<file path="config.mk">
export PLATFORM = sky130hd
export DESIGN_NAME = tree_adder_ctrl
export DESIGN_NICKNAME = d
export VERILOG_FILES = /design/src/rtl/tree_adder_pkg.sv /design/src/rtl/tree_adder_ctrl_accum.sv /design/src/rtl/tree_adder_ctrl.sv
export SDC_FILE = /design/constraint.sdc
export NUM_CORES = 1
export LEC_CHECK = 0
export ABC_AREA = 1
export CELL_PAD_IN_SITES_DETAIL_PLACEMENT = 2
export CELL_PAD_IN_SITES_GLOBAL_PLACEMENT = 2
export CORE_MARGIN = 4
export CORE_UTILIZATION = 25
export CTS_CLUSTER_DIAMETER = 150
export DETAILED_ROUTE_END_ITERATION = 7
export GPL_ROUTABILITY_DRIVEN = 0
export HOLD_SLACK_MARGIN = 0.15
export PLACE_DENSITY = 0.78
export SLEW_MARGIN = 30
export SYNTH_ARGS = -nofsm -noshare
export SYNTH_HDL_FRONTEND = slang
export SYNTH_SLANG_ARGS = --single-unit
</file>
<file path="constraint.sdc">
create_clock -name clk -period 2.4 [get_ports clk]
set_input_delay 0.6 -clock clk [delete_from_list [all_inputs] [get_ports clk]]
set_output_delay 0.6 -clock clk [all_outputs]
set_load 0.02 [all_outputs]
</file>
<file path="src/rtl/tree_adder_pkg.sv">
// Shared types for the tree adder command sequencer: command codes, FSM states,
// source-plane encoding and the fold-level helper.
package tree_adder_pkg;

   localparam int TA_CMD_W = 4;

   typedef enum logic [TA_CMD_W-1:0] {
      CMD_IDLE      = 4'd0,
      CMD_LOAD_MULT = 4'd1,
      CMD_LOAD_SHA  = 4'd2,
      CMD_LOAD_SHB  = 4'd3,
      CMD_FOLD      = 4'd4,
      CMD_HOLD      = 4'd5
   } ta_cmd_e;

   typedef enum logic [2:0] {
      ST_IDLE,
      ST_LOAD,
      ST_FOLD,
      ST_SETTLE,
      ST_CAPTURE,
      ST_DONE
   } ta_state_e;

   typedef enum logic [1:0] {
      SRC_MULT     = 2'd0,
      SRC_SHA      = 2'd1,
      SRC_SHB      = 2'd2,
      SRC_MULT_ALT = 2'd3
   } ta_src_e;

   function automatic int TA_LEVELS(input int side);
      return $clog2(side);
   endfunction

   function automatic ta_cmd_e load_cmd(input logic [1:0] src);
      ta_cmd_e c;
      case (src)
         SRC_SHA: c = CMD_LOAD_SHA;
         SRC_SHB: c = CMD_LOAD_SHB;
         default: c = CMD_LOAD_MULT;
      endcase
      return c;
   endfunction

endpackage

</file>
<file path="src/rtl/tree_adder_ctrl_accum.sv">
// Saturating running total of delivered reduction results; clear has priority
// over a coincident add.
module tree_adder_accum #(
   parameter int DW = 16
) (
   input  logic          clk,
   input  logic          rst_n,
   input  logic          clear,
   input  logic          add_en,
   input  logic [DW-1:0] add_data,
   output logic [DW+7:0] acc
);
   localparam int AW = DW + 8;

   logic [AW:0] sum;

   assign sum = {1'b0, acc} + (AW+1)'(add_data);

   always_ff @(posedge clk or negedge rst_n) begin
      if (!rst_n) begin
         acc <= '0;
      end else if (clear) begin
         acc <= '0;
      end else if (add_en) begin
         acc <= sum[AW] ? {AW{1'b1}} : sum[AW-1:0];
      end
   end

endmodule

</file>
<file path="src/rtl/tree_adder_ctrl.sv">
// Command sequencer for the in-place tree adder grid: load, log2(side) folds,
// optional settle, corner capture, result handshake.
// Optional saturating result accumulator enabled by TREE_ADDER_ACCUM_EN.
//
// state   | meaning
// IDLE    | waiting for start handshake, cmd=IDLE
// LOAD    | one cycle, cmd=LOAD_x for latched source plane
// FOLD    | L cycles of cmd=FOLD, level counter 0..L-1
// SETTLE  | SETTLE_CYCLES cycles of cmd=HOLD
// CAPTURE | cmd=HOLD, corner pixel registered into result_data
// DONE    | result_valid high until result_ready
module tree_adder_ctrl
   import tree_adder_pkg::*;
#(
   parameter int IMGSIDELENGTH  = 64,
   parameter int ADDER_DATASIZE = 16,
   parameter int CMD_WIDTH      = 4,
   parameter int SETTLE_CYCLES  = 0
) (
   input  logic                      clk,
   input  logic                      rst_n,
   input  logic                      start_valid,
   output logic                      start_ready,
   input  logic [1:0]                src_sel,
   input  logic                      abort,
   output logic [CMD_WIDTH-1:0]      cmdinput,
   input  logic [ADDER_DATASIZE-1:0] corner_pix_in,
   output logic                      result_valid,
   input  logic                      result_ready,
   output logic [ADDER_DATASIZE-1:0] result_data,
`ifdef TREE_ADDER_ACCUM_EN
   input  logic                      acc_clear,
   output logic [ADDER_DATASIZE+7:0] acc_data,
`endif
   output logic                      busy
);
   localparam int LEVELS = TA_LEVELS(IMGSIDELENGTH);
   localparam int LVL_W  = $clog2(LEVELS);
   localparam logic [LVL_W-1:0] LVL_LAST   = LVL_W'(LEVELS - 1);
   localparam logic [3:0]       SETTLE_TOP = 4'(SETTLE_CYCLES - 1);

   ta_state_e        state, state_next;
   ta_cmd_e          cmd_q, cmd_next;
   logic [1:0]       src_q, src_next;
   logic [LVL_W-1:0] lvl_q, lvl_next;
   logic [3:0]       settle_q, settle_next;
   logic             in_flight;

   assign start_ready  = (state == ST_IDLE);
   assign busy         = (state != ST_IDLE);
   assign result_valid = (state == ST_DONE);
   assign cmdinput     = CMD_WIDTH'(cmd_q);
   assign in_flight    = (state == ST_LOAD) || (state == ST_FOLD) ||
                         (state == ST_SETTLE) || (state == ST_CAPTURE);

   always_comb begin
      state_next  = state;
      src_next    = src_q;
      lvl_next    = lvl_q;
      settle_next = settle_q;
      cmd_next    = CMD_IDLE;

      case (state)
         ST_IDLE: begin
            if (start_valid) begin
               src_next   = src_sel;
               state_next = ST_LOAD;
            end
         end
         ST_LOAD: begin
            lvl_next   = '0;
            state_next = ST_FOLD;
         end
         ST_FOLD: begin
            if (lvl_q == LVL_LAST) begin
               settle_next = SETTLE_TOP;
               state_next  = (SETTLE_CYCLES == 0) ? ST_CAPTURE : ST_SETTLE;
            end else begin
               lvl_next = lvl_q + 1'b1;
            end
         end
         ST_SETTLE: begin
            // down-counter terminates at zero after SETTLE_CYCLES cycles
            if (settle_q == 4'd0) state_next = ST_CAPTURE;
            else                  settle_next = settle_q - 1'b1;
         end
         ST_CAPTURE: state_next = ST_DONE;
         ST_DONE: begin
            if (result_ready) state_next = ST_IDLE;
         end
         default: state_next = ST_IDLE;
      endcase

      if (abort && in_flight) state_next = ST_IDLE;

      // the command register follows the state register on the same edge
      case (state_next)
         ST_IDLE: cmd_next = CMD_IDLE;
         ST_LOAD: cmd_next = load_cmd(src_next);
         ST_FOLD: cmd_next = CMD_FOLD;
         default: cmd_next = CMD_HOLD;
      endcase
   end

   always_ff @(posedge clk or negedge rst_n) begin
      if (!rst_n) begin
         state    <= ST_IDLE;
         cmd_q    <= CMD_IDLE;
         src_q    <= 2'd0;
         lvl_q    <= '0;
         settle_q <= 4'd0;
      end else begin
         state    <= state_next;
         cmd_q    <= cmd_next;
         src_q    <= src_next;
         lvl_q    <= lvl_next;
         settle_q <= settle_next;
      end
   end

   always_ff @(posedge clk or negedge rst_n) begin
      if (!rst_n) begin
         result_data <= '0;
      end else if (state == ST_CAPTURE && !abort) begin
         result_data <= corner_pix_in;
      end
   end

`ifdef TREE_ADDER_ACCUM_EN
   tree_adder_accum #(
      .DW(ADDER_DATASIZE)
   ) u_accum (
      .clk      (clk),
      .rst_n    (rst_n),
      .clear    (acc_clear),
      .add_en   (result_valid && result_ready),
      .add_data (result_data),
      .acc      (acc_data)
   );
`endif

endmodule

</file>
==> results.md <==
| Item | This run |
|:---|:---|
| Final layout net count | 213 |
| Arrival @ worst endpoint | 1.60 ns |
| Maximum vdd drop | 0.516 mV |
| Critical path peak fanout | 6 |
| DRC | 0 |
| Placed Instance Area | 1970 um2 |
| Antenna violations before repair | 0 |
| Library cell used as clock root buffer | clkbuf_8 |
| Worst R2R Start | state[1] |
| Number of instances in the synthesized netlist | 136 |
| Worst-case register-to-register setup slack | 0.70 ns |
| Max Slew Vio Count | 0 |
| Avg Vias per Cell | 4.32 |
| Syn Nets | 163 |
| Proportion of synthesized chip area in sequential cells | 53.5% |
| Number of antenna diodes | 0 |
| First-pass GRT wire length | 6480 um |
| Minimum hold slack | 0.506 ns |
| Num rows | 27 |
| Ratio of final minimum period to clock period | 91.5% |
| Chain of cells forming the critical path | nor2_4 -> nand2_1 -> clkdlybuf4s50_1 |
| Maximum clock frequency | 0.455 GHz |
| Leakage dissipation | 1.07 nW |
| Clock transition at the register clock pins on the worst setup and hold paths after CTS | 0.07 ns |
| Hold buffer count at cts | 0 |
| Finished Core Util | 37.5% |
| WP data required | 1.80 ns |
| Fraction of final layout cells sized beyond drive strength 1 | 18.2% |
| Clock Path Buffers | 2 |
| Worst hold endpoint | result_data[4] |
| Port buffer count | 44 |
| Number of global-route vias before repair | 1282 |
| CTS H-tree depth | 2 |
| DRC violation total after the first TritonRoute iteration | 34 |
| Core Area | 5570 um2 |
| Number of CTS-inserted buffers | 5 |
| Min-delay src | result_data[4] |
| Die area | 7080 um2 |
| Average footprint of a synthesized cell | 10.7 um2 |
| Post-Synthesis Cell Area | 1450 um2 |
| Worst hold stages | 1 |
| Final HPWL from detailed placement | 2960 um |
| Pin count of the biggest net entering global routing | 32 |
| Non-filler instance count after layout | 259 |
| Number of distinct library cells after synthesis | 24 |
| Global route total overflow | 0 |
| Largest stage delay on the critical path | 0.55 ns |
| Synthesis-to-finish area growth | 44.4% |
| Total global-route track usage | 11.9% |
| Kind of critical path | reg -> out |
| Antenna Violating Nets Remaining | 0 |
| Critical Path Start Type | register |
| Run status | finished clean |
| Post-Place Setup Slack | 0.271 ns |
| Total Negative Setup Slacks | 0 ns |
| Setup repair after global routing missed its margin | no |
| Clock latency at the later pin of the worst-skew pair | 0.29 ns |
| DIE WIDTH | 84.1 um |
| Post-route total power | 2.69 mW |
| Pwr Density | 1290 nW/um2 |
| Count of pins on the block boundary | 46 |
| Sinks on the clock net | 31 |
| Detailed Route WL | 3890 um |
| Number of cells after detailed placement | 251 |
| Drt wl/cell | 15.0 um |
| Worst Setup End Kind | output port |
| #FFs+latches synth | 31 |
| Effective utilization at floorplan | 26.0% |
| Max capacitance violation total | 0 |
| R2R Path End | cmdinput[0] |
| Final setup violating endpoints | 0 |
| Detailed-router iteration count before antenna repair | 4 |
| Worst hold path class | reg -> reg |
| Number of cells on the worst reg-to-reg path | 7 |
| Number of buffers and inverters on the critical path | 1 |
| Count of yosys warnings during synthesis | 0 |
| Count of vias placed by the detailed router | 1119 |
| Kind of cell adding the most delay to the critical path | buffers and inverters |
| Area of all placed cells without fillers | 2090 um2 |
| Die Y-Extent | 84.1 um |
| Setup slack of the critical path after layout | 0.204 ns |
| Crit path max-delay cell type | clkdlybuf4s50_1 |
| Final Hold Violating Endpoints | 0 |
| TritonCTS clock tree | done |
| Layout Skew | 0.00319 ns |
| Minimum period implied by the final worst setup slack | 2.20 ns |
==> cells in the mapped netlist (all sizes together) <==
cell     n  share of area (%)
nor2    10                3.3
ha       4                3.5
or2      2               0.86
buf      2                1.3
inv     21                5.4
o211ai   1               0.52
nand3b   1                1.4
dfrtp   31                 54
conb     1               0.26
a21oi    4                1.4
nor3b    1               0.52
nor3     4                1.4
o21ai    7                2.7
nand3    6                2.1
a22oi    1               0.52
nand2   24                6.4
mux2    16                 15
==> flip-flops by register name, summed over array words and instances (netlist names) <==
signal	cells
src_q	2
settle_q	4
cmdinput	3
result_data	16
state	3
lvl_q	3
==> logic make-up after synthesis <==
kind of cell               after synthesis  share of synthesized area, %
DFF                                     31                          53.5
other                                    1                         0.259
adders and majority gates                4                          3.45
AOI/OAI and AO/OA                       13                          5.10
and+or+nand+nor                         48                          15.9
buffers and inverters                   23                          6.74
muxes                                   16                          15.0
==> where the power goes <==
part	switching, mW	leakage, nW	internal (mW)
combinational	0.623	0.619	0.604
clock	0.204	0.0612	0.336
sequential	0.167	0.389	0.758
total	0.994	1.07	1.70
==> routing by layer <==
metal / GRT usage (%) / vias up / part of all wire (%)
li1: - / 533 / -
met1: 13.1 / 559 / 41
met2: 21.4 / 25 / 54
met3: 4.71 / 2 / 4.6
met4: 2.63 / 0 / 0.54
met5: 0 / - / 0
==> layout make-up <==
cell class	instances	area [um2]
clock buffers	6	82.6
multi-input cells	82	576
repair buffers	45	453
well taps	72	90.1
clock inverters	2	35.0
flip-flops and latches	31	777
fillers	614	3480
inverters	21	78.8
==> worst max path at each step <==
stage	cells after the start	slack, ns	startpoint	end
3_5_place_dp	7	0.27	start_valid	cmdinput[0]
2_1_floorplan	2	0.77	state[0]	result_valid
5_1_grt	3	0.09	state[1]	busy
4_1_cts	3	0.03	state[0]	result_valid
6_report	3	0.20	state[1]	busy
3_3_place_gp	7	0.36	start_valid	cmdinput[0]
==> timing repair <==
item	CTS	global route
endpoints found under the setup margin	0	2
hold endpoints to repair	0	0
setup buffers	0	0
resized for setup	0	3
==> worst reg2reg max path, stage by stage, from the launching register on <==
cell	delay (ns)
dfrtp_1	0.47
nor2_4	0.20
nand3_1	0.19
or2_2	0.33
o21ai_2	0.07
ha_1	0.16
or2_2	0.10
nand3_1	0.07
==> cell usage in the layout, fill, tap and decap left out, types with 4 or more instances in the layout <==
master / count
a21oi_1: 4
clkbuf_8: 6
clkdlybuf4s50_1: 42
dfrtp_1: 30
ha_1: 4
inv_1: 20
mux2_2: 6
mux2_4: 10
nand2_1: 23
nand3_1: 6
nor2_1: 8
nor3_1: 4
o21ai_0: 6
No activity file was read; power rests on OpenSTA's default activity.
